===== config.mk =====
export PLATFORM = sky130hd
export DESIGN_NAME = axi_lite_master_interface
export DESIGN_NICKNAME = d
export VERILOG_FILES = /design/src/rtl/axi_lite_master_interface.sv
export SDC_FILE = /design/constraint.sdc
export NUM_CORES = 1
export LEC_CHECK = 0
export CAP_MARGIN = 20
export CORE_MARGIN = 3
export CORE_UTILIZATION = 40
export DETAILED_ROUTE_END_ITERATION = 7
export DONT_BUFFER_PORTS = 1
export GPL_TIMING_DRIVEN = 0
export PLACE_DENSITY = 0.61
export SETUP_SLACK_MARGIN = 0.1
export SLEW_MARGIN = 20
export SYNTH_ARGS = -nofsm -noshare
export SYNTH_HDL_FRONTEND = slang
export SYNTH_SLANG_ARGS = --single-unit

===== constraint.sdc =====
create_clock -name clk_i -period 1.96 [get_ports clk_i]
set_input_delay 0.49 -clock clk_i [delete_from_list [all_inputs] [get_ports clk_i]]
set_output_delay 0.49 -clock clk_i [all_outputs]
set_load 0.005 [all_outputs]

===== src/rtl/axi_lite_master_interface.sv =====
// AXI4-Lite single-outstanding master.
// A user command strobe in IDLE launches one write (AW+W, then B) or one read (AR, then R).
// Completion is signalled by a one-cycle o_done pulse; the last response and read data are held.
module axi_lite_master_interface #(
  parameter int unsigned ADDR_WIDTH      = 32,
  parameter int unsigned DATA_WIDTH      = 32,
  parameter int unsigned TRANS_W_STRB_W  = 4,
  parameter int unsigned TRANS_WR_RESP_W = 2,
  parameter int unsigned TRANS_PROT      = 3
) (
  input  logic                       clk_i,
  input  logic                       resetn_i,
  // User command side
  input  logic                       i_req,
  input  logic                       i_we,
  input  logic [ADDR_WIDTH-1:0]      i_addr,
  input  logic [DATA_WIDTH-1:0]      i_wdata,
  input  logic [TRANS_W_STRB_W-1:0]  i_wstrb,
  input  logic [TRANS_PROT-1:0]      i_prot,
  output logic                       o_busy,
  output logic                       o_done,
  output logic [DATA_WIDTH-1:0]      o_rdata,
  output logic [TRANS_WR_RESP_W-1:0] o_resp,
  // Write address channel
  output logic [ADDR_WIDTH-1:0]      o_axi_awaddr,
  output logic [TRANS_PROT-1:0]      o_axi_awprot,
  output logic                       o_axi_awvalid,
  input  logic                       i_axi_awready,
  // Write data channel
  output logic [DATA_WIDTH-1:0]      o_axi_wdata,
  output logic [TRANS_W_STRB_W-1:0]  o_axi_wstrb,
  output logic                       o_axi_wvalid,
  input  logic                       i_axi_wready,
  // Write response channel
  input  logic [TRANS_WR_RESP_W-1:0] i_axi_bresp,
  input  logic                       i_axi_bvalid,
  output logic                       o_axi_bready,
  // Read address channel
  output logic [ADDR_WIDTH-1:0]      o_axi_araddr,
  output logic [TRANS_PROT-1:0]      o_axi_arprot,
  output logic                       o_axi_arvalid,
  input  logic                       i_axi_arready,
  // Read data channel
  input  logic [DATA_WIDTH-1:0]      i_axi_rdata,
  input  logic [TRANS_WR_RESP_W-1:0] i_axi_rresp,
  input  logic                       i_axi_rvalid,
  output logic                       o_axi_rready
);

  typedef enum logic [2:0] {
    StIdle,
    StWrAwW,
    StWrB,
    StRdAr,
    StRdR
  } state_e;

  state_e                     state_q;

  // Captured command payload; drives both AW/W and AR channels.
  logic [ADDR_WIDTH-1:0]      addr_q;
  logic [DATA_WIDTH-1:0]      wdata_q;
  logic [TRANS_W_STRB_W-1:0]  wstrb_q;
  logic [TRANS_PROT-1:0]      prot_q;

  // Registered handshake controls, so no AXI input reaches a valid/ready output combinationally.
  logic                       awvalid_q;
  logic                       wvalid_q;
  logic                       bready_q;
  logic                       arvalid_q;
  logic                       rready_q;

  logic                       done_q;
  logic [DATA_WIDTH-1:0]      rdata_q;
  logic [TRANS_WR_RESP_W-1:0] resp_q;

  logic                       aw_hs;
  logic                       w_hs;
  logic                       aw_done;
  logic                       w_done;

  // Write-channel handshake status; a channel counts as done once its valid has already dropped.
  always_comb begin
    aw_hs   = awvalid_q & i_axi_awready;
    w_hs    = wvalid_q & i_axi_wready;
    aw_done = ~awvalid_q | aw_hs;
    w_done  = ~wvalid_q | w_hs;
  end

  // Transaction FSM with all outputs registered alongside the state.
  always_ff @(posedge clk_i or negedge resetn_i) begin
    if (!resetn_i) begin
      state_q   <= StIdle;
      addr_q    <= '0;
      wdata_q   <= '0;
      wstrb_q   <= '0;
      prot_q    <= '0;
      awvalid_q <= 1'b0;
      wvalid_q  <= 1'b0;
      bready_q  <= 1'b0;
      arvalid_q <= 1'b0;
      rready_q  <= 1'b0;
      done_q    <= 1'b0;
      rdata_q   <= '0;
      resp_q    <= '0;
    end else begin
      done_q <= 1'b0;
      unique case (state_q)
        StIdle: begin
          if (i_req) begin
            addr_q  <= i_addr;
            wdata_q <= i_wdata;
            wstrb_q <= i_wstrb;
            prot_q  <= i_prot;
            if (i_we) begin
              state_q   <= StWrAwW;
              awvalid_q <= 1'b1;
              wvalid_q  <= 1'b1;
            end else begin
              state_q   <= StRdAr;
              arvalid_q <= 1'b1;
            end
          end
        end
        StWrAwW: begin
          // AW and W complete independently; B is only opened once both have.
          if (aw_hs) begin
            awvalid_q <= 1'b0;
          end
          if (w_hs) begin
            wvalid_q <= 1'b0;
          end
          if (aw_done && w_done) begin
            state_q  <= StWrB;
            bready_q <= 1'b1;
          end
        end
        StWrB: begin
          if (i_axi_bvalid) begin
            resp_q   <= i_axi_bresp;
            done_q   <= 1'b1;
            bready_q <= 1'b0;
            state_q  <= StIdle;
          end
        end
        StRdAr: begin
          if (i_axi_arready) begin
            arvalid_q <= 1'b0;
            rready_q  <= 1'b1;
            state_q   <= StRdR;
          end
        end
        StRdR: begin
          if (i_axi_rvalid) begin
            rdata_q  <= i_axi_rdata;
            resp_q   <= i_axi_rresp;
            done_q   <= 1'b1;
            rready_q <= 1'b0;
            state_q  <= StIdle;
          end
        end
        default: begin
          state_q <= StIdle;
        end
      endcase
    end
  end

  assign o_busy        = (state_q != StIdle);
  assign o_done        = done_q;
  assign o_rdata       = rdata_q;
  assign o_resp        = resp_q;

  assign o_axi_awaddr  = addr_q;
  assign o_axi_awprot  = prot_q;
  assign o_axi_awvalid = awvalid_q;
  assign o_axi_wdata   = wdata_q;
  assign o_axi_wstrb   = wstrb_q;
  assign o_axi_wvalid  = wvalid_q;
  assign o_axi_bready  = bready_q;
  assign o_axi_araddr  = addr_q;
  assign o_axi_arprot  = prot_q;
  assign o_axi_arvalid = arvalid_q;
  assign o_axi_rready  = rready_q;

endmodule


# --- Word level (Yosys, flattened, before mapping) ---
# Index checks and enable logic that the tools add are counted.
word_totals:
  register_bits: 114
  input_bits: 116
  elab_cells: 78
classes:
  eq_ne: 13
  n_mux: 29
  bitwise: 6
  n_reduce_logical: 17
op_table:
  columns: ["operator", "n"]
  rows:
  - ["2-bit inequality test, second input constant", 9]
  - ["3-bit two-way mux", 5]
  - ["3-bit one-hot mux with 5 select lines", 1]
  - ["1-bit two-way mux", 13]
  - ["1-bit one-hot mux with 2 select lines", 6]
  - ["4-bit AND reduction", 3]
  - ["2-bit nonzero test", 5]
  - ["3-bit AND reduction", 3]
  - ["3-bit by 2-bit equality test with 1-bit output, second input constant", 2]
  - ["2-bit two-way mux", 3]
  - ["5-bit AND reduction", 1]
  - ["2-bit one-hot mux with 2 select lines", 1]
  - ["2-bit AND reduction", 2]
  - ["3-bit by 1-bit equality test with 1-bit output, second input constant", 1]
  - ["3-bit equality test, second input constant", 1]
  - ["3-bit zero test", 1]
  - ["3-bit nonzero test", 1]
  - ["1-bit bitwise AND", 2]
  - ["1-bit inverter", 2]
  - ["1-bit OR", 2]
  - ["1-bit logical AND", 1]

# --- Longest topological paths before layout ---
# Gate-level depths: netlist of run 1.
depth:
  depth_word: 5
  depth_mapped: 4
  ltp_nobuf: 3

# --- Worst setup path after synthesis of run 1 ---
# OpenSTA, ideal clock, no wires.
synth_timing:
  kind: "reg-to-reg"
  startpoint: "register state_q[1]"
  endpoint: "register addr_q[0] (netlist: o_axi_araddr[0])"
  setup_ns: 0.128
  arrival_ns: 1.370
  required_time_ns: 1.832
  path_slack_ns: 0.463
  path_stages_with_launch: 5
  n_path_buf: 2
  path_cell_list: "dfrtp_1 nor4b_2 buf_2 buf_4 mux2_1"
synth_via:
  elab_chain_len: 2
synth_lines:
  columns: ["item", "line", "rtl"]
  rows:
  - ["start: declaration", "58", "state_e state_q;"]
  - ["start signal: assignment", "93", "state_q <= StIdle;"]
  - ["start signal: assignment", "116", "state_q <= StWrAwW;"]
  - ["start signal: assignment", "120", "state_q <= StRdAr;"]
  - ["3-bit zero test", "108", "unique case (state_q)"]
  - ["2-bit AND reduction (no source line)", null, null]
  - ["end signal: assignment", "111", "addr_q <= i_addr;"]
  - ["end: declaration", "61", "logic [ADDR_WIDTH-1:0] addr_q;"]
# Every way passes these cells.
# A chain may end at the register's enable or synchronous reset.

# --- Worst setup path after layout of run 1 ---
layout_timing:
  startpoint: "register state_q[0]"
  endpoint: "output o_busy"
layout_via:
  elab_chain_len: 1
layout_lines:
  columns: ["item", "line", "rtl"]
  rows:
  - ["3-bit nonzero test", "169", "assign o_busy = (state_q != StIdle);"]
  - ["end: declaration", "20", "output logic o_busy,"]
# Every way passes these cells.

==> flow_metrics.py, run 1 <==
metrics = {
    "drt": {
        "wl_met3_mm": 1.02,
        "dr.pass1.iters": 4,
        "highest_layer": "met4",
        "drt_iter0_markers": 155,
        "wl_mm": 10.4,
        "remaining_drc_errors": 0,
        "antenna_left": 0,
        "met1Wirelength_mm": 3.69,
        "wl_per_cell_um": 21.4,
        "via_per_inst": 5.27,
        "wl_met2_mm": 5.54,
        "vias": 2568,
    },
    "sta": {
        "finalCritPeriodShare": 0.929,
        "skew_ps": 7.83,
        "tightest_slew_ps": 333,
        "hold_ws_ps": -217,
        "fmax_mhz": 549,
        "slew_headroom": 0.778,
        "drv_slew": 0,
        "finalHoldViolCount": 114,
        "period_minus_slack_ps": 1820,
        "rsz0062_at_grt": "yes",
        "setup_viol": 0,
        "finalSetupTns_ps": 0,
    },
    "clocking": {
        "htreeDepth": 4,
        "cts_tree": "built",
        "clockBufferDepth": 2,
        "clock-sinks": 114,
        "clk_latency_ps": 400,
        "cts_root_buf": "clkbuf_16",
        "path_clk_slew_ps": 50,
        "cts_buffers": 17,
    },
    "critical_path": {
        "end_kind": "output port",
        "crit_type": "reg2out",
        "critPathLaunchType": "register",
        "slowest_stage": "dfrtp_2",
        "crit_fanout": 3,
        "cp.arrival_ps": 1330,
        "worstPathRequired_ps": 1470,
        "path_cells": "buf_8 -> or3_4",
        "critPathMaxStageDelay_ps": 430,
    },
    "synthesis": {
        "synth_top_area_share": 0.611,
        "synthesis.area_um2": 4670,
        "syn_nets": 426,
        "ys_seq_area_frac": 0.611,
        "synth_cells": 310,
        "yosys_warnings": 0,
        "syn-mean-instance-area_um2": 15.1,
        "synth-seq-cells": 114,
        "ys_types": 26,
        "synthTopCellsByArea": "dfrtp_1 61%, mux2_1 18%, mux2_2 8.0%, buf_4 6.8%, nand3b_1 0.80%",
        "synth_area_leader_cell": "dfrtp_1",
    },
    "grt": {
        "grt_usage": 0.159,
        "grt_antenna_before_repair": 0,
        "grt_max_degree": 115,
        "grt_pass1_wl_mm": 15.5,
        "grt_pass1_vias": 2790,
        "grt_overflow": 0,
    },
    "layout": {
        "drive_above_1_share": 0.355,
        "syn_to_final_growth_pct": 19.2,
        "fillerInstances": 956,
        "multi_input_area_um2": 1470,
        "fin_util": 0.500,
        "regArea_um2": 2860,
        "final_nets": 449,
        "final_common_cell": "dfrtp_1",
        "mostFrequentLayoutCells": "112 x dfrtp_1, 75 x mux2_1, 46 x buf_4",
    },
    "die": {
        "die_h_um": 114,
        "core-area_um2": 11100,
        "pin_count": 263,
        "rows": 38,
        "die_area_um2": 13000,
        "start_util": 0.420,
        "fp.dieW_um": 114,
    },
    "run": {
        "cap_violations": 0,
    },
    "placement": {
        "io_buffers": 0,
        "place.gp.congestion": 0.764,
        "hpwl_mm": 7.59,
    },
    "outcome": {
        "status": "complete, but fails checks",
        "violations": "negative hold slack",
    },
    "min_path": {
        "min_path_type": "in2async",
    },
    "power": {
        "p_leak_nw": 2.49,
        "ir_drop_uv": 985,
        "powerDensity_nw_per_um2": 1850,
        "total_power_mw": 10.3,
    },
}
## cells in the mapped netlist
library cell / count
a211oi_1: 1
a21oi_1: 4
a311oi_1: 1
a31o_1: 1
a31oi_1: 3
a32o_1: 1
buf_2: 5
buf_4: 42
clkbuf_1: 2
dfrtp_1: 114
inv_1: 2
mux2_1: 75
mux2_2: 33
nand2_1: 5
nand2b_1: 3
nand3b_1: 5
nor2_1: 2
nor2b_1: 1
nor3_2: 1
nor3b_1: 2
nor4b_1: 1
nor4b_2: 1
o21ai_0: 1
o21ai_1: 1
o2bb2ai_1: 2
or3_1: 1
## registers in the layout, indices dropped and copies added, names as in the netlist
register,count
o_axi_rready,1
o_axi_bready,1
o_done,1
o_axi_arprot,3
state_q,3
o_axi_araddr,32
o_axi_wstrb,4
o_rdata,32
o_axi_wdata,32
o_axi_arvalid,1
o_axi_awvalid,1
o_axi_wvalid,1
o_resp,2
## critical path, delay by kind of cell (launching register included)
kind | cells | cell delay (ps)
simple gates | 1 | 380
buf+inv | 1 | 130
flops | 1 | 430
## cell type report
class / count / area share
Tap cell: 140 / 0.0315
Multi-Input combinational cell: 145 / 0.264
Buffer: 49 / 0.0677
Sequential cell: 114 / 0.513
Clock buffer: 23 / 0.0895
Inverter: 2 / 0.00135
Clock inverter: 9 / 0.0270
Antenna cell: 1 / 0.000450
Timing Repair Buffer: 4 / 0.00539
## where the power goes
part / internal [mW] / total [mW] / switching (mW)
logic: 1.51 / 2.41 / 0.905
registers: 3.51 / 4.54 / 1.04
clock network: 2.29 / 3.33 / 1.04
total: 7.31 / 10.3 / 2.98
## repair_timing
item                                    CTS  global route
pin swaps                                 1             0
hold endpoints to repair                114           114
endpoints found under the setup margin    1             3
buffers inserted                          4             0
resized for setup                         9             6
## final timing paths
kind                                      start               end  slack, ps  cells after the start
worst max-delay path                 state_q[0]            o_busy        140                      2
worst min-delay path                   resetn_i       o_rdata[13]       -220                      0
worst max register to register       state_q[1]  o_axi_araddr[29]        190                      4
worst min register to register  o_axi_wdata[27]   o_axi_wdata[27]        510                      1
max in group asynchronous              resetn_i    o_axi_wdata[7]       2020                      0
min in group clk_i                    i_prot[1]   o_axi_arprot[1]        220                      1
## stage by stage
| step | cells | setup slack [ps] | hold slack [ps] | cell area (um^2) |
|---|---|---|---|---|
| 6_report | 487 | 139 | -217 | 5570 |
| 5_1_grt | 486 | 89.6 | -243 | 5560 |
| 4_1_cts | 486 | 102 | -234 | 5550 |
| 3_5_place_dp | 450 | 153 | 197 | 4840 |
| 3_3_place_gp | 450 | 204 | 197 | 4840 |
| 2_1_floorplan | 310 | 463 | 194 | 4670 |
## metal layers
metal / vias up / track usage
met1: 1304 / 0.174
met4: 0 / 0.0689
met2: 156 / 0.270
met5: - / 0
met3: 13 / 0.0642
li1: 1095 / -
## logic make-up (layout without fill, tap and decap cells)
group,after synthesis,count (layout),share of synthesized area
AO/OA/AOI/OAI,15,15,0.0217
buffers and inverters,51,87,0.0761
flip-flops,114,114,0.611
multiplexers,108,108,0.260
other,0,1,0
AND/OR/NAND/NOR,22,22,0.0308
Power figures use the tool's default switching activity.
==> run 2: changes to the inputs <==
CORE_ASPECT_RATIO = 1.5   (was unset)
CORE_MARGIN = 2   (was 3)
==> run 2 against run 1 <==
Compared with the run above: the run still ends with negative hold slack left; power is 3.2% higher; sequential power hardly changed; core utilization decreased by 0.79 points; critical path depth did not move; highest routed layer unchanged.
==> flow_metrics.py, run 2 (synthesis gave the netlist of run 1 again) <==
metrics = {
    "layout": {
        "drive_above_1_share": 0.358,
        "final_nets": 449,
        "fin_util": 0.492,
        "final_common_cell": "dfrtp_1",
        "fin_area_um2": 5650,
        "mostFrequentLayoutCells": "112 x dfrtp_1, 75 x mux2_1, 47 x buf_4",
        "num_antenna_cells": 0,
        "syn_to_final_growth_pct": 21.0,
    },
    "clocking": {
        "htreeDepth": 4,
        "clk_latency_ps": 400,
        "cts_buffers": 17,
        "cts_root_buf": "clkbuf_16",
        "clock-sinks": 114,
        "path_clk_slew_ps": 50,
        "cts_tree": "built",
        "clockBufferDepth": 2,
    },
    "die": {
        "die_area_um2": 12600,
        "rows": 48,
        "core-area_um2": 11500,
        "pin_count": 263,
        "die_h_um": 136,
        "start_util": 0.407,
        "fp.dieW_um": 92.2,
    },
    "critical_path": {
        "critPathMaxStageDelay_ps": 450,
        "reg2reg_from": "state_q[0]",
        "path_cells": "buf_8 -> or3_4",
        "r2r_end": "o_rdata[20]",
        "slowest_stage": "dfrtp_2",
        "r2r_slack_ps": 250,
        "end_kind": "output port",
        "critPathTopFamily": "flip-flops",
        "ff2ff_path_depth": 4,
        "path_buf_inv": 1,
        "crit_fanout": 5,
        "cp.arrival_ps": 1350,
        "worstPathRequired_ps": 1470,
        "crit_type": "reg2out",
        "critPathLaunchType": "register",
    },
    "drt": {
        "dr.pass1.iters": 4,
        "vias": 2535,
        "remaining_drc_errors": 0,
        "via_per_inst": 5.11,
        "drt_iter0_markers": 72,
        "wl_mm": 9.80,
        "antenna_left": 0,
        "wl_per_cell_um": 19.8,
    },
    "grt": {
        "grt_antenna_before_repair": 0,
        "grt_usage": 0.155,
        "grt_pass1_vias": 2728,
        "grt_overflow": 0,
        "grt_pass1_wl_mm": 14.6,
        "grt_max_degree": 115,
    },
    "power": {
        "ir_drop_uv": 776,
        "pwr-share-seq": 0.425,
        "p_leak_nw": 2.52,
        "p_sw_mw": 2.98,
        "powerDensity_nw_per_um2": 1880,
        "p_clk_frac": 0.347,
        "intPower_mw": 7.64,
        "p_comb_frac": 0.228,
        "p_sw_frac": 0.281,
    },
    "sta": {
        "finalCritPeriodShare": 0.937,
        "rsz0062_at_grt": "yes",
        "fmax_mhz": 545,
        "slew_headroom": 0.760,
        "period_minus_slack_ps": 1840,
        "drv_slew": 0,
        "hold_ws_ps": -213,
        "finalHoldViolCount": 114,
        "skew_ps": 7.16,
        "setup_viol": 0,
        "tightest_slew_ps": 361,
        "final.setup.worst_slack_ps": 124,
        "finalSetupTns_ps": 0,
    },
    "outcome": {
        "status": "complete, but fails checks",
        "violations": "negative hold slack",
    },
    "placement": {
        "io_buffers": 0,
        "place.gp.congestion": 0.766,
        "hpwl_mm": 7.16,
        "postPlaceCellArea_um2": 4860,
        "pre_cts_slack_ps": 141,
    },
    "run": {
        "cap_violations": 0,
    },
    "min_path": {
        "min_path_type": "in2async",
    },
}
-- run 2: stage by stage --
step,std cells,power [mW],hold slack [ps]
after detailed placement,460,6.91,197
after floorplan,310,6.24,194
final,496,10.6,-213
after global placement,460,6.79,197
after CTS,496,10.8,-239
after global routing,496,11.2,-245
-- run 2: worst max-delay path by stage --
stage                     slack (ps)  startpoint               end  cells after the start
after floorplan                  460  state_q[1]   o_axi_araddr[0]                      4
after global placement           190  state_q[1]  o_axi_araddr[28]                      4
after detailed placement         140  state_q[1]  o_axi_araddr[26]                      4
after CTS                        100  state_q[1]       o_rdata[20]                      4
after global routing              80  state_q[0]            o_busy                      2
final                            120  state_q[0]            o_busy                      2
-- run 2: worst register-to-register path, stage by stage (launching register included) --
cell and delay (ps):
dfrtp_2 450, buf_4 160, nor3_4 290, buf_2 320, mux2_2 370
-- run 2: timing repair --
item,in CTS,in global routing
gates resized for setup,9,6
endpoints found under the hold margin,114,114
setup buffers,4,0
setup endpoints to repair,1,42
-- run 2: final cells by class --
type,instances,area (um^2)
multi-input cells,145,1480
flip-flops and latches,114,2860
fillers,1001,5820
well taps,150,188
plain buffers,49,374
repair buffers,4,30.0
clock buffers,20,467
clock inverters,12,250
inverters,2,7.51
-- run 2: power by group through the flow --
stage / Clock (mW) / Combinational (mW) / Sequential (mW)
2_1_floorplan: 0 / 2.01 / 4.23
3_5_place_dp: 0 / 2.33 / 4.58
5_1_grt: 3.89 / 2.67 / 4.66
3_3_place_gp: 0 / 2.23 / 4.56
6_report: 3.69 / 2.42 / 4.51
4_1_cts: 3.77 / 2.45 / 4.54
-- run 2: layer usage --
metal | share of wire | vias to the layer above | GRT usage
met1 | 0.35 | 1292 | 0.166
met3 | 0.072 | 12 | 0.0477
met5 | 0 | - | 0
li1 | - | 1093 | -
met2 | 0.56 | 138 | 0.273
met4 | 0.020 | 0 | 0.0796
==> run 3: changes to the inputs <==
CORE_UTILIZATION = 25   (was 40)
PLACE_DENSITY = 0.45   (was 0.61)
==> run 3 against run 2 <==
Compared with the run above: register-to-register slack lost 70 ps; final cell count is 21% higher; the flow still finishes with violations (negative hold slack); combinational power about the same; via count rose by 0.12%; largest cell class unchanged; critical path depth unchanged.
==> flow_metrics.py, run 3 (synthesis gave the netlist of run 1 again) <==
metrics = {
    "die": {
        "start_util": 0.254,
        "die_area_um2": 19800,
        "fp.dieW_um": 116,
        "rows": 61,
        "pin_count": 263,
        "die_h_um": 171,
        "core-area_um2": 18400,
    },
    "sta": {
        "fmax_mhz": 549,
        "slew_headroom": 0.683,
        "final.setup.worst_slack_ps": 137,
        "finalSetupTns_ps": 0,
        "tightest_slew_ps": 474,
        "setup_viol": 0,
        "skew_ps": 12.7,
        "finalHoldViolCount": 114,
        "rsz0062_at_grt": "yes",
        "hold_ws_ps": -218,
        "drv_slew": 0,
        "period_minus_slack_ps": 1820,
        "finalCritPeriodShare": 0.930,
    },
    "grt": {
        "grt_antenna_before_repair": 4,
        "grt_pass1_wl_mm": 15.4,
        "grt_pass1_vias": 2741,
        "grt_usage": 0.106,
        "grt_max_degree": 115,
        "grt_overflow": 0,
    },
    "outcome": {
        "status": "complete, but fails checks",
        "violations": "negative hold slack",
    },
    "critical_path": {
        "critPathMaxStageDelay_ps": 410,
        "end_kind": "output port",
        "path_cells": "buf_4 -> or3_4",
        "crit_type": "reg2out",
        "path_buf_inv": 1,
        "critPathTopFamily": "flip-flops",
        "critPathLaunchType": "register",
        "crit_fanout": 10,
        "slowest_stage": "dfrtp_1",
        "cp.arrival_ps": 1330,
        "worstPathRequired_ps": 1470,
    },
    "layout": {
        "drive_above_1_share": 0.354,
        "final_common_cell": "dfrtp_1",
        "mostFrequentLayoutCells": "112 x dfrtp_1, 75 x mux2_1, 48 x buf_4",
        "syn_to_final_growth_pct": 21.0,
        "fillerInstances": 1845,
        "final-instance-count-excl-fill": 601,
        "fin_area_um2": 5650,
        "fin_util": 0.307,
        "final_nets": 449,
    },
    "drt": {
        "dr.pass1.iters": 3,
        "wl_mm": 10.8,
        "via_per_inst": 4.22,
        "antenna_left": 0,
        "vias": 2538,
        "remaining_drc_errors": 0,
        "drt_iter0_markers": 90,
        "wl_per_cell_um": 18.0,
    },
    "clocking": {
        "clockBufferDepth": 2,
        "clock-sinks": 114,
        "cts_tree": "built",
        "htreeDepth": 4,
        "path_clk_slew_ps": 50,
        "cts_buffers": 17,
        "clk_latency_ps": 400,
        "cts_root_buf": "clkbuf_16",
    },
    "placement": {
        "io_buffers": 0,
        "hpwl_mm": 8.01,
        "dp_cells": 562,
        "postPlaceCellArea_um2": 4980,
        "pre_cts_slack_ps": 158,
        "place.gp.congestion": 0.728,
    },
    "power": {
        "p_leak_nw": 2.46,
        "powerDensity_nw_per_um2": 1770,
        "ir_drop_uv": 463,
        "total_power_mw": 9.98,
    },
    "min_path": {
        "min_path_type": "in2async",
    },
    "run": {
        "cap_violations": 0,
    },
}
run 3: metal layers:
metal | part of all wire | routed length, um | vias up | GRT usage
li1 | - | - | 1098 | -
met1 | 0.35 | 3790 | 1286 | 0.107
met2 | 0.54 | 5800 | 147 | 0.176
met3 | 0.10 | 1090 | 7 | 0.0585
met4 | 0.013 | 138 | 0 | 0.0503
met5 | 0 | 0 | - | 0
run 3: final cells by class:
| cell class | count | area (um^2) | area share |
|---|---|---|---|
| Clock buffer | 21 | 480 | 0.0850 |
| Antenna cell | 4 | 10.0 | 0.00177 |
| Clock inverter | 10 | 108 | 0.0190 |
| Sequential cell | 114 | 2860 | 0.505 |
| Inverter | 2 | 7.51 | 0.00133 |
| Multi-Input combinational cell | 145 | 1470 | 0.260 |
| Tap cell | 252 | 315 | 0.0558 |
| Timing Repair Buffer | 4 | 30.0 | 0.00531 |
| Buffer | 49 | 378 | 0.0669 |
run 3: what timing repair did:
action | 4_1_cts | 5_1_grt
buffers inserted | 2 | 2
endpoints found under the hold margin | 114 | 114
resized for setup | 10 | 5
setup endpoints to repair | 1 | 5
run 3: path summary, 6_finish.rpt:
check                                 from                to  slack (ps)  cells after the start
max in group asynchronous         resetn_i       o_rdata[30]        2050                      0
max                             state_q[2]            o_busy         140                      2
min                               resetn_i  o_axi_araddr[14]        -220                      0
min in group clk_i          i_axi_rdata[5]        o_rdata[5]         220                      1
min reg2reg                o_axi_wdata[12]   o_axi_wdata[12]         510                      1
max reg2reg                     state_q[1]   o_axi_araddr[6]         180                      5
run 3: power breakdown:
part           total [mW]  switching [mW]  leakage, nW  internal [mW]
combinational        2.43           0.913        0.795           1.51
sequential           4.53            1.02         1.38           3.51
clock                3.03            1.04        0.287           1.98
==> variant 1 (flow settings as in run 3) <==
Encoding of `state_e`: now one-hot (5 bits for 5 states).
--- a/src/rtl/axi_lite_master_interface.sv
+++ b/src/rtl/axi_lite_master_interface.sv
@@ -47,12 +47,12 @@
   output logic                       o_axi_rready
 );
 
-  typedef enum logic [2:0] {
-    StIdle,
-    StWrAwW,
-    StWrB,
-    StRdAr,
-    StRdR
+  typedef enum logic [4:0] {
+    StIdle  = 5'b00001,
+    StWrAwW = 5'b00010,
+    StWrB   = 5'b00100,
+    StRdAr  = 5'b01000,
+    StRdR   = 5'b10000
   } state_e;
 
   state_e                     state_q;
Behaviour: same outputs for any inputs over 10 cycles, from zero or initial values and one cycle with resetn_i low; not proved beyond that.
==> variant 1 against run 3 <==
- clock skew rose by 0.00088 ns
- sequential share of layout area fell by 2.0 points
- cell area rose by 5.8%
- synthesized area rose by 8.0%
- the run still ends with hold timing left
- critical endpoint unchanged
- routed wire length rose by 11%
- combinational power rose by 28%
- global-route usage rose by 0.81 points
- clock power rose by 1%
- total power rose by 4.9%
- sequential cell count rose by 2
- worst setup slack improved by 0.045 ns
- final cell count rose by 12%
- first-iteration DRC count rose by 31%
==> variant 1: results (changes against run 3) <==
- CP max stage delay: 0.51 ns (+0.10 ns)
- Syn nets: 503 (+18%)
- Share of cells above drive strength 1: 37.0% (+1.7 points)
- Non-Filler Instances: 676 (+12%)
- Area contributors post-synth: dfrtp_1, mux2_4, nand2_1, buf_4, buf_6
- Drt pass-1 iters: 4 (+1)
- Detailed Route Iter0 Violations: 118 (+31%)
- Crit-path max FO: 8 (-2)
- Fraction of area in multi-input gates: 29.4% (+3.5 points)
- Post-synthesis compound-gate area fraction: 2.51% (+0.34 points)
- Ant. Diodes: 0 (-4)
- Vias per cell: 4.26 (+0.92%)
- Worst-Skew Late Latency: 0.42 ns (+0.02 ns)
- Peak VDD IR: 0.000524 V (+13%)
- GPL Wtd Cong: 0.735 (+1.0%)
- Leak: 3.04 nW (+24%)
- Mux cell area share after synthesis: 21.1% (-5.0 points)
- Clk sinks: 116 (+1.8%)
- WHS: -0.232 ns (-0.0141 ns)
- Final Hold Fails: 115 (+0.88%)
- Non-clock buffer share: 6.53% (-0.69 points)
- Vias in the first global route: 3049 (+11%)
- Status: finished with violations
- Non-clock buffer count: 52 (-1.9%)
- Crit path DAT: 1.29 ns (-0.04 ns)
- Hpwl dp: 8690 µm (+8.6%)
- Clk_skew: 0.0136 ns (+0.000883 ns)
- Avg WL per Cell: 17.8 µm (-1.1%)
- Clock buf/inv share: 9.79% (-0.61 points)
- Failing checks: hold timing
- Multi-input comb cells: 215 (+48%)
- Placed Instance Area: 5370 µm² (+7.7%)
- Footprint of the multi-input gates: 1760 µm² (+20%)
- Slew margin rel.: 73.4% (+5.1 points)
- Syn_area_per_cell: 13.0 µm² (-14%)
- Sequential cell area: 2900 µm² (+1.7%)
- Filler cells: 1981 (+7.4%)
- Pre-CTS WS: 0.152 ns (-0.00633 ns)
- Largest net degree at the start of global routing: 117 (+1.7%)
- Synth unique cells: 35 (+35%)
- Post-synth top cells: dfrtp_1, nand2_1, mux2_4
- CLK BUF: 25 (+19%)
- Nets: 522 (+16%)
- Seq/Total Area, Yosys: 57.6% (-3.5 points)
==> variant 1: changes by cell type after synthesis, sizes merged, moves of 3 or more <==
cell	run 3	this run
nand3b	5	2
nand2b	3	0
nand2	5	102
a21oi	4	1
nor2	2	8
nand3	0	3
o21a	0	3
mux2	108	71
a31oi	3	0
==> variant 1: power breakdown <==
group,internal [mW],switching [mW]
Combinational,2.04,1.06
Clock,2.05,1.02
Sequential,3.37,0.935
==> variant 1: logic make-up (layout without fill, tap and decap cells) <==
group	count (synthesis)	after routing
and+or+nand+nor	126	126
buffers and inverters	56	85
xor gates and xnor gates	1	1
AOI/OAI and AO/OA	17	17
muxes	71	71
DFF	116	116
==> variant 1: repair_timing <==
item | CTS | global route
buffers inserted | 0 | 0
pin swaps | 0 | 0
endpoints found under the hold margin | 116 | 116
resized for setup | 1 | 7
setup endpoints to repair | 1 | 21
==> variant 1: worst paths after layout <==
path                             from               to  slack, ns  depth (start not counted)
setup / recovery           state_q[0]           o_busy       0.18                          2
hold / removal               resetn_i  o_axi_araddr[2]      -0.23                          0
setup reg to reg           state_q[0]  o_axi_araddr[8]       0.24                          4
hold reg to reg            o_rdata[3]       o_rdata[3]       0.51                          2
max in group asynchronous    resetn_i       state_q[0]       1.91                          0
min in group clk_i              i_req       state_q[0]       0.13                          1
==> variant 1: metal layers <==
layer | GRT usage [%] | vias to the layer above | routed length [µm]
met3 | 5.17 | 14 | 1170
met2 | 19.3 | 168 | 6430
met5 | 0 | - | 0
met4 | 6.03 | 0 | 248
met1 | 11.7 | 1411 | 4190
li1 | - | 1288 | -
==> variant 1: worst reg2reg max path, stage by stage (launching register included) <==
cell and delay [ns]:
dfstp_2 0.51, buf_2 0.22, nand4_4 0.28, buf_6 0.28, mux2_4 0.31
==> variant 2 (config.mk and constraints of run 3) <==
Made on the original files. The parameter `DATA_WIDTH` goes from 32 to 16.
--- a/src/rtl/axi_lite_master_interface.sv
+++ b/src/rtl/axi_lite_master_interface.sv
@@ -3,7 +3,7 @@
 // Completion is signalled by a one-cycle o_done pulse; the last response and read data are held.
 module axi_lite_master_interface #(
   parameter int unsigned ADDR_WIDTH      = 32,
-  parameter int unsigned DATA_WIDTH      = 32,
+  parameter int unsigned DATA_WIDTH      = 16,
   parameter int unsigned TRANS_W_STRB_W  = 4,
   parameter int unsigned TRANS_WR_RESP_W = 2,
   parameter int unsigned TRANS_PROT      = 3
Interface: changed (resized i_axi_rdata, i_wdata, o_axi_wdata and o_rdata); port bits go from 263 to 199. The function was not compared with the original's and may differ.
==> variant 2 against run 3 <==
- the run still ends with hold timing left
- register-to-register slack improved by 0.04 ns
- total power decreased by 27%
- non-clock buffer count unchanged
- worst setup slack improved by 0.021 ns
- sequential cell count decreased by 32
- routed wire length decreased by 31%
- synthesized area decreased by 24%
- cell area decreased by 27%
- utilization decreased by 0.93 points
- largest power group unchanged
==> variant 2: results (changes against run 3) <==
- Status: finished with violations
- Failing checks: hold timing
- GPL Wtd Cong: 0.692 (-4.9%)
- Final WS setup: 0.158 ns (+0.0205 ns)
- CP max stage delay: 0.38 ns (-0.03 ns)
- All-Layer GR Usage: 9.60% (-0.99 points)
- Slew margin rel.: 75.1% (+6.8 points)
- Reg-to-reg slack, setup: 0.22 ns (+0.04 ns)
- Crit-path max FO: 5 (-5)
- DRT Wirelength: 7440 µm (-31%)
- Met1 Track Usage GR: 9.65% (-1.0 points)
- First-pass GRT wire length: 11000 µm (-29%)
- Area contributors post-synth: dfrtp_1, mux2_1, mux2_2, buf_4, buf_6
- Mux cell area share after synthesis: 24.3% (-1.8 points)
- YS warnings: 0 (unchanged)
- Worst-Skew Late Latency: 0.33 ns (-0.07 ns)
- Maxcap violations: 0 (unchanged)
- Post-synthesis compound-gate area fraction: 2.87% (+0.70 points)
- WHS: -0.152 ns (+0.0659 ns)
- H-tree Lvls: 3 (-1)
- Share of cells above drive strength 1: 41.7% (+6.4 points)
- Syn nets: 327 (-23%)
- Met3 Usage GRT: 4.02% (-1.8 points)
- Filler cells: 1421 (-23%)
- Largest net degree at the start of global routing: 83 (-28%)
- Drt pass-1 iters: 4 (+1)
- Nets: 345 (-23%)
- Peak VDD IR: 0.000482 V (+4.0%)
- Vias in the first global route: 2091 (-24%)
- Final Hold Fails: 82 (-28%)
- Crit path DAT: 1.31 ns (-0.02 ns)
- Pre-CTS WS: 0.225 ns (+0.0673 ns)
- Post-synth top cells: dfrtp_1, mux2_1, buf_4, mux2_2
- Clk_skew: 0.00527 ns (-0.00745 ns)
- TritonCTS buffer count: 9 (-8)
- Seq/Total Area, Yosys: 58.2% (-2.9 points)
- Clk slew on worst S/H paths: ~0.06 ns
- Initial antenna violation count: 1 (-3)
- Via total after detailed routing: 1967 (-22%)
- Leak: 1.80 nW (-27%)
- Detailed Route Iter0 Violations: 16 (-82%)
- GR Util met2: 16.5% (-1.2 points)
- Synth unique cells: 26 (unchanged)
- Hpwl dp: 5470 µm (-32%)
[variant 2: cell count changes after synthesis, moves of 2 or more]
cell,before,now
mux2_2,33,37
buf_6,0,5
mux2_1,75,39
buf_2,5,3
dfrtp_1,114,82
buf_4,42,37
[variant 2: cell families (layout without fill, tap and decap cells)]
logic type,after synthesis,in the layout
compound gates,15,15
mux,76,76
flops,82,82
other cells,0,1
simple gates,22,22
buf+inv,48,71
[variant 2: cell type report]
type	count	area (µm²)	share of cell area (%)
Antenna cell	1	2.50	0.0603
Sequential cell	82	2050	49.5
Tap cell	165	206	4.98
Multi-Input combinational cell	113	1130	27.1
Buffer	46	369	8.90
Clock buffer	10	229	5.52
Timing Repair Buffer	7	65.1	1.57
Clock inverter	6	90.1	2.17
Inverter	2	7.51	0.181
[variant 2: power breakdown]
part,leakage [nW],internal [mW],switching [mW]
sequential,0.984,2.53,0.728
clock,0.153,1.12,0.692
combinational,0.665,1.39,0.796
total,1.80,5.04,2.22
[variant 2: metrics by stage]
| stage | hold slack [ns] | total power [mW] | util, % | std cells | cell area (µm²) |
|---|---|---|---|---|---|
| final | -0.152 | 7.26 | 29.8 | 432 | 4150 |
| after global routing | -0.184 | 7.77 | 29.8 | 431 | 4150 |
| after CTS | -0.174 | 7.35 | 29.5 | 426 | 4100 |
| after detailed placement | 0.196 | 5.38 | 26.8 | 408 | 3730 |
| after global placement | 0.196 | 5.33 | 26.8 | 408 | 3730 |
| after floorplan | 0.194 | 4.88 | - | 243 | 3530 |
[variant 2: final timing paths]
kind                                startpoint                to  depth (start not counted)
worst max-delay path                state_q[0]            o_busy                          3
worst min-delay path                  resetn_i    o_axi_wdata[1]                          0
worst max register to register      state_q[0]  o_axi_araddr[13]                          6
worst min register to register  o_axi_wdata[0]    o_axi_wdata[0]                          1
max in group asynchronous             resetn_i        state_q[1]                          0
min in group clk_i                  i_wdata[1]    o_axi_wdata[1]                          1
[variant 2: worst register-to-register path, cell delays in order, from the launching register on]
cell     delay (ns)
dfrtp_1        0.38
buf_6          0.13
buf_12         0.12
nor4b_4        0.30
buf_6          0.20
buf_6          0.17
mux2_1         0.33
[variant 2: repair_timing]
action                                 CTS  global route
cloned                                   0             0
gates resized for setup                  8             1
endpoints found under the hold margin   82            82
buffers inserted                         2             5
setup endpoints to repair                1            32
[variant 2: layer usage]
metal	wire length, µm	up-vias
met5	0	-
met4	189	0
met3	671	10
met2	4000	114
met1	2580	993
li1	-	850
